### config.mk
export PLATFORM = sky130hd
export DESIGN_NAME = sw_rr_arbiter_flat
export DESIGN_NICKNAME = d
export VERILOG_FILES = /design/src/rtl/sw_rr_arbiter_if.sv /design/src/rtl/sw_rr_arbiter.sv /design/src/flat_wrapper.sv
export SDC_FILE = /design/constraint.sdc
export NUM_CORES = 1
export LEC_CHECK = 0
export ABC_CLOCK_PERIOD_IN_PS = 3750
export CORE_MARGIN = 2
export CORE_UTILIZATION = 48
export DETAILED_ROUTE_END_ITERATION = 10
export PLACE_DENSITY = 0.7
export SLEW_MARGIN = 15
export SYNTH_ARGS = -nofsm -noshare
export SYNTH_HDL_FRONTEND = slang
export SYNTH_SLANG_ARGS = --single-unit
### constraint.sdc
create_clock -name clk -period 3.75 [get_ports clk]
set_clock_uncertainty 0.1 [all_clocks]
set_input_delay 0.375 -clock clk [delete_from_list [all_inputs] [get_ports clk]]
set_output_delay 0.375 -clock clk [all_outputs]
set_load 0.01 [all_outputs]
### src/rtl/sw_rr_arbiter_if.sv
// Handshake bundle between the switch FIFOs/output mux and the round-robin arbiter.
// The master modport is the arbiter side. The slave modport is the FIFO/mux side.
interface sw_rr_arbiter_if #(
    parameter int NUM_SW_INST = 5
);
    localparam int IDW = (NUM_SW_INST > 1) ? $clog2(NUM_SW_INST) : 1;

    logic [NUM_SW_INST-1:0] fifo_empty;
    logic                   dst_ready;
    logic [NUM_SW_INST-1:0] sel;
    logic [NUM_SW_INST-1:0] fifo_rd;
    logic [IDW-1:0]         grant_id;
    logic                   data_valid;

    modport master (
        input  fifo_empty,
        input  dst_ready,
        output sel,
        output fifo_rd,
        output grant_id,
        output data_valid
    );

    modport slave (
        output fifo_empty,
        output dst_ready,
        input  sel,
        input  fifo_rd,
        input  grant_id,
        input  data_valid
    );
endinterface

### src/rtl/sw_rr_arbiter.sv
// Round-robin burst arbiter in front of the switch output mux: picks a non-empty FWFT FIFO,
// drives the one-hot mux select, pops it for up to MAX_BURST words and flags mux output validity.
module sw_rr_arbiter #(
    parameter int NUM_SW_INST = 5,
    parameter int MAX_BURST   = 4,
    parameter int MUX_LATENCY = 1
) (
    input  logic              clk,
    input  logic              rst,
    sw_rr_arbiter_if.master   bus
);

  localparam int IDW = (NUM_SW_INST > 1) ? $clog2(NUM_SW_INST) : 1;
  localparam int BCW = (MAX_BURST > 1) ? $clog2(MAX_BURST) : 1;
  localparam logic [IDW:0]   N_EXT     = (IDW+1)'(NUM_SW_INST);
  localparam logic [IDW-1:0] LAST_ID   = IDW'(NUM_SW_INST - 1);
  localparam logic [BCW-1:0] LAST_BEAT = BCW'(MAX_BURST - 1);

  typedef enum logic [0:0] {
    ST_IDLE  = 1'b0,
    ST_GRANT = 1'b1
  } state_t;

  state_t                 state_r;
  logic [NUM_SW_INST-1:0] sel_r;
  logic [IDW-1:0]         grant_id_r;
  logic [IDW-1:0]         ptr_r;
  logic [BCW-1:0]         burst_cnt_r;
  logic [MUX_LATENCY-1:0] vpipe_r;

  logic [IDW:0]           idx_s;
  logic                   found_s;
  logic [IDW-1:0]         win_s;
  logic [NUM_SW_INST-1:0] win_onehot_s;
  logic [NUM_SW_INST-1:0] fifo_rd_s;
  logic                   grant_empty_s;
  logic                   pop_s;
  logic                   release_s;
  logic [IDW-1:0]         next_ptr_s;

  // Rotating priority search starting at ptr; modulo wrap is done by subtraction so any count works.
  always_comb begin
    found_s = 1'b0;
    win_s   = {IDW{1'b0}};
    idx_s   = {(IDW+1){1'b0}};
    for (int k = 0; k < NUM_SW_INST; k++) begin
      idx_s = {1'b0, ptr_r} + (IDW+1)'(k);
      if (idx_s >= N_EXT) begin
        idx_s = idx_s - N_EXT;
      end else begin
        idx_s = idx_s;
      end
      if (!found_s && !bus.fifo_empty[idx_s[IDW-1:0]]) begin
        found_s = 1'b1;
        win_s   = idx_s[IDW-1:0];
      end else begin
        found_s = found_s;
      end
    end
    win_onehot_s = {{(NUM_SW_INST-1){1'b0}}, 1'b1} << win_s;
  end

  // Pop strobe and release decision for the current grant.
  always_comb begin
    fifo_rd_s     = {NUM_SW_INST{1'b0}};
    grant_empty_s = 1'b0;
    if (state_r == ST_GRANT) begin
      fifo_rd_s     = sel_r & ~bus.fifo_empty & {NUM_SW_INST{bus.dst_ready}};
      grant_empty_s = |(sel_r & bus.fifo_empty);
    end else begin
      fifo_rd_s     = {NUM_SW_INST{1'b0}};
      grant_empty_s = 1'b0;
    end
    pop_s      = |fifo_rd_s;
    release_s  = grant_empty_s | (pop_s & (burst_cnt_r == LAST_BEAT));
    next_ptr_s = (grant_id_r == LAST_ID) ? {IDW{1'b0}} : grant_id_r + IDW'(1);
  end

  // Arbitration FSM: IDLE picks a winner, GRANT bursts until the limit or the FIFO runs dry.
  always_ff @(posedge clk or posedge rst) begin
    if (rst) begin
      state_r     <= ST_IDLE;
      sel_r       <= {NUM_SW_INST{1'b0}};
      grant_id_r  <= {IDW{1'b0}};
      ptr_r       <= {IDW{1'b0}};
      burst_cnt_r <= {BCW{1'b0}};
    end else begin
      case (state_r)
        ST_IDLE: begin
          if (found_s) begin
            sel_r       <= win_onehot_s;
            grant_id_r  <= win_s;
            burst_cnt_r <= {BCW{1'b0}};
            state_r     <= ST_GRANT;
          end else begin
            state_r <= ST_IDLE;
          end
        end
        ST_GRANT: begin
          if (release_s) begin
            sel_r   <= {NUM_SW_INST{1'b0}};
            ptr_r   <= next_ptr_s;
            state_r <= ST_IDLE;
          end else if (pop_s) begin
            burst_cnt_r <= burst_cnt_r + BCW'(1);
          end else begin
            state_r <= ST_GRANT;
          end
        end
        default: begin
          state_r <= ST_IDLE;
          sel_r   <= {NUM_SW_INST{1'b0}};
        end
      endcase
    end
  end

  // Delays each pop by the mux latency so data_valid lines up with the registered data_out.
  always_ff @(posedge clk or posedge rst) begin
    if (rst) begin
      vpipe_r <= {MUX_LATENCY{1'b0}};
    end else begin
      vpipe_r[0] <= pop_s;
      for (int i = 1; i < MUX_LATENCY; i++) begin
        vpipe_r[i] <= vpipe_r[i-1];
      end
    end
  end

  assign bus.sel        = sel_r;
  assign bus.fifo_rd    = fifo_rd_s;
  assign bus.grant_id   = grant_id_r;
  assign bus.data_valid = vpipe_r[MUX_LATENCY-1];

endmodule

### src/flat_wrapper.sv
// flat-port wrapper written by rule: the top's interface ports become plain ports
module sw_rr_arbiter_flat 
#(
    parameter int NUM_SW_INST = 5,
    parameter int MAX_BURST   = 4,
    parameter int MUX_LATENCY = 1
)
  (clk, rst, bus_fifo_empty, bus_dst_ready, bus_sel, bus_fifo_rd, bus_grant_id, bus_data_valid);
  sw_rr_arbiter_if #(.NUM_SW_INST(NUM_SW_INST)) bus_i ();
  input  logic clk;
  input  logic rst;
  input wire logic [$bits(bus_i.fifo_empty)-1:0] bus_fifo_empty;
  input wire logic [$bits(bus_i.dst_ready)-1:0] bus_dst_ready;
  output wire logic [$bits(bus_i.sel)-1:0] bus_sel;
  output wire logic [$bits(bus_i.fifo_rd)-1:0] bus_fifo_rd;
  output wire logic [$bits(bus_i.grant_id)-1:0] bus_grant_id;
  output wire logic [$bits(bus_i.data_valid)-1:0] bus_data_valid;
  assign bus_i.fifo_empty = bus_fifo_empty;
  assign bus_i.dst_ready = bus_dst_ready;
  assign bus_sel = bus_i.sel;
  assign bus_fifo_rd = bus_i.fifo_rd;
  assign bus_grant_id = bus_i.grant_id;
  assign bus_data_valid = bus_i.data_valid;
  sw_rr_arbiter #(.NUM_SW_INST(NUM_SW_INST), .MAX_BURST(MAX_BURST), .MUX_LATENCY(MUX_LATENCY)) u_core (.clk(clk), .rst(rst), .bus(bus_i));
endmodule
==> qor.yml <==
grt_util_met1_pct: 32.4
vias_per_cell: 5.99
final.min_clock_period_ns: 3.47
status: "completed"
rows: 22
ios: 22
worstPathRequired_ns: 3.78
rsz0062_at_grt: "false"
fin_nets: 270
busiest_layer: "met2"
path_clk_slew_ns: 0.06
synth-main-ff-cell: "dfrtp_1"
critical_path_class: "flip-flop to flip-flop"
cts.sinks: 15
routed_wl_mm: 4.98
clkPwrFrac_pct: 36.1
die_area_um2: 4450
grt_max_degree: 16
start_kind: "flip-flop"
yosysUniqueCellTypes: 71
p_comb_share_pct: 17.9
drc_errors: 0
root_buffer: "clkbuf_8"
syn-cell-area_um2: 1890
power.density_nw_per_um2: 158
dr.pass1.iters: 4
endpoint_kind: "flip-flop"
diodes: 0
grt_use_met2_pct: 41.3
gr-total-overflow: 0
setup_tns_ns: 0
internal_power_uw: 266
wl_per_cell_um: 16.8
min_period_over_period_pct: 92.5
path_max_fanout: 10
p_sw_uw: 88.3
syn_avg_cell_area_um2: 8.53
synth_nets: 241
cts_tree: "yes"
maxSlewViolCount: 0
hold_buffers: 0
gp_congestion: 0.894
fmax_ghz: 0.288
dpl.hpwl_mm: 3.88
total_power_uw: 354
drive_above_1_share_pct: 20.5
antenna_found_initial: 0
synth_edf_count: 0
synth.ff_latch_count: 15
irDropWorstVdd_v: 0.000221
min_path_type: "input port to asynchronous set/reset pin"
grt_pass1_vias: 1747
syn_inst: 221
hold_viol_final: 0
grt_use_total_pct: 24.6
die_height_um: 66.7
fp.dieW_um: 66.7
vias: 1780
port-buffer-count: 21
max-cap-violations: 0
drtIter0Drc: 143
clk-insertion-delay-late_ns: 0.25
start_util_pct: 50.7
use_met3_pct: 2.20
synth_seq_area_share_pct: 19.9
finalSetupViolations: 0
swShare_pct: 24.9
clock_path_buffers: 2
p_leak_nw: 0.986
p_seq_share_pct: 46.0
final_antenna_net_count: 0
synth_warnings: 0
worst_pin_slew_ns: 0.557
core_area_um2: 3720
syn_to_final_growth_pct: 19.0
htreeDepth: 1
grt_pass1_wl_mm: 8.24
cts_buffers: 3
worst-endpoint-arrival_ns: 3.50
async_reset_ff_share_pct: 100
max-slew-margin-rel_pct: 62.8
-- through the flow --
step / setup slack, ns / hold WS (ns) / area (um^2) / std cells / utilization, %
finish: 0.282 / 0.374 / 2240 / 297 / 60.4
global route: 0.105 / 0.409 / 2240 / 297 / 60.4
CTS: 0.164 / 0.392 / 2210 / 293 / 59.4
detailed placement: 0.190 / 0.380 / 2160 / 289 / 58.1
global placement: 0.286 / 0.374 / 2160 / 289 / 58.1
floorplan: 0.463 / 0.176 / 1890 / 221 / -
-- flip-flops by register name, summed over array words and instances (netlist names) --
register and flops:
u_core.state_r 1, u_core.bus.grant_id 3, u_core.bus.data_valid 1, u_core.burst_cnt_r 2, u_core.bus.sel 5, u_core.ptr_r 3
-- final timing paths --
path                                  startpoint                     end  slack, ns  cells after the start
hold reg to reg            u_core.burst_cnt_r[1]   u_core.burst_cnt_r[1]       0.39                      1
hold / removal                               rst  u_core.bus.grant_id[0]       0.37                      2
setup / recovery                 u_core.ptr_r[1]       u_core.bus.sel[2]       0.28                     11
setup reg to reg                 u_core.ptr_r[1]       u_core.bus.sel[2]       0.28                     11
max in group asynchronous                    rst         u_core.ptr_r[1]       2.78                      2
min in group clk           u_core.burst_cnt_r[1]   u_core.burst_cnt_r[1]       0.39                      1
-- layer usage --
metal  up-vias  wire length [um]
met3        10               174
met4         0                99
met1       845              2250
li1        881                 -
met2        44              2450
met5         -                 0
-- layout make-up --
| cell class | instances | area [um^2] |
|---|---|---|
| sequential | 15 | 377 |
| fill | 349 | 1470 |
| tap | 48 | 60.1 |
| timing repair buffer | 33 | 300 |
| inverter | 15 | 58.8 |
| multi-input combinational | 182 | 1400 |
| clock buffer | 4 | 45.0 |
-- timing repair --
item	in CTS	in global routing
resized for setup	0	2
setup endpoints to repair	0	6
setup buffers	0	4
hold endpoints to repair	0	0
-- synthesized netlist by cell type (2+ instances only) --
cell type	count	area share, %
mux2i_1	10	5.3
a32o_1	4	2.1
buf_2	2	0.53
a21o_1	2	0.80
o22ai_1	3	1.0
clkbuf_1	4	0.80
o21ai_0	9	2.4
nand2b_1	7	2.3
buf_6	2	1.2
and2_4	2	0.93
mux2_2	5	3.0
dfrtp_1	15	20
xnor2_1	2	0.93
a311oi_1	2	0.93
a21oi_1	13	3.5
nor2b_1	6	2.0
nand2_1	22	4.4
inv_1	13	2.6
nand3_1	6	1.6
nor2_1	16	3.2
ha_1	11	7.3
and3_1	3	1.0
a31o_2	2	0.93
a31oi_1	5	1.7
o2bb2ai_2	2	1.6
o21ai_2	2	0.93
nor3_1	2	0.53
mux2_4	2	1.6
nor3b_1	4	1.6
a32oi_1	2	0.93
-- cell usage in the layout (no fill, tap or decap), types with 3 or more instances in the layout --
master / netlist / layout
mux2i_1: 10 / 10
nand2_1: 22 / 22
and3_1: 3 / 3
o21ai_0: 9 / 9
clkbuf_8: 0 / 3
nor2b_1: 6 / 6
ha_1: 11 / 11
a32o_1: 4 / 4
inv_1: 13 / 13
nand3_1: 6 / 6
nand2b_1: 7 / 7
buf_4: 1 / 12
a21oi_1: 13 / 13
nor3b_1: 4 / 4
dfrtp_1: 15 / 14
mux2_2: 5 / 5
a31oi_1: 5 / 4
o22ai_1: 3 / 3
nor2_1: 16 / 16
clkdlybuf4s50_1: 0 / 21
-- worst max-delay path, stage by stage (launching register included) --
cell and delay [ns]:
dfrtp_2 0.48, inv_1 0.16, ha_1 0.24, and3b_1 0.23, or4_4 0.52, a311oi_1 0.35
o2bb2ai_2 0.15, a32oi_1 0.26, mux2i_1 0.15, nor3b_1 0.31, a311oi_1 0.13, a32o_2 0.28
-- cell families (layout without fill, tap and decap cells) --
| kind of cell | count (synthesis) | count (layout) | share of synthesized area [%] |
|---|---|---|---|
| AO/OA/AOI/OAI | 66 | 66 | 28.3 |
| multiplexers | 19 | 19 | 12.5 |
| AND/OR/NAND/NOR | 83 | 83 | 24.0 |
| XOR/XNOR | 2 | 2 | 0.929 |
| flip-flops | 15 | 15 | 19.9 |
| adder cells (fa/ha/maj) | 12 | 12 | 8.36 |
| buffers and inverters | 24 | 52 | 6.04 |
-- power groups by stage --
| stage | logic [mW] | registers, mW | clock network [mW] |
|---|---|---|---|
| global route | 0.0692 | 0.163 | 0.138 |
| floorplan | 0.0384 | 0.166 | 0 |
| global placement | 0.0589 | 0.166 | 0 |
| detailed placement | 0.0594 | 0.166 | 0 |
| finish | 0.0634 | 0.163 | 0.128 |
| CTS | 0.0600 | 0.163 | 0.132 |
Power figures use the tool's default switching activity.
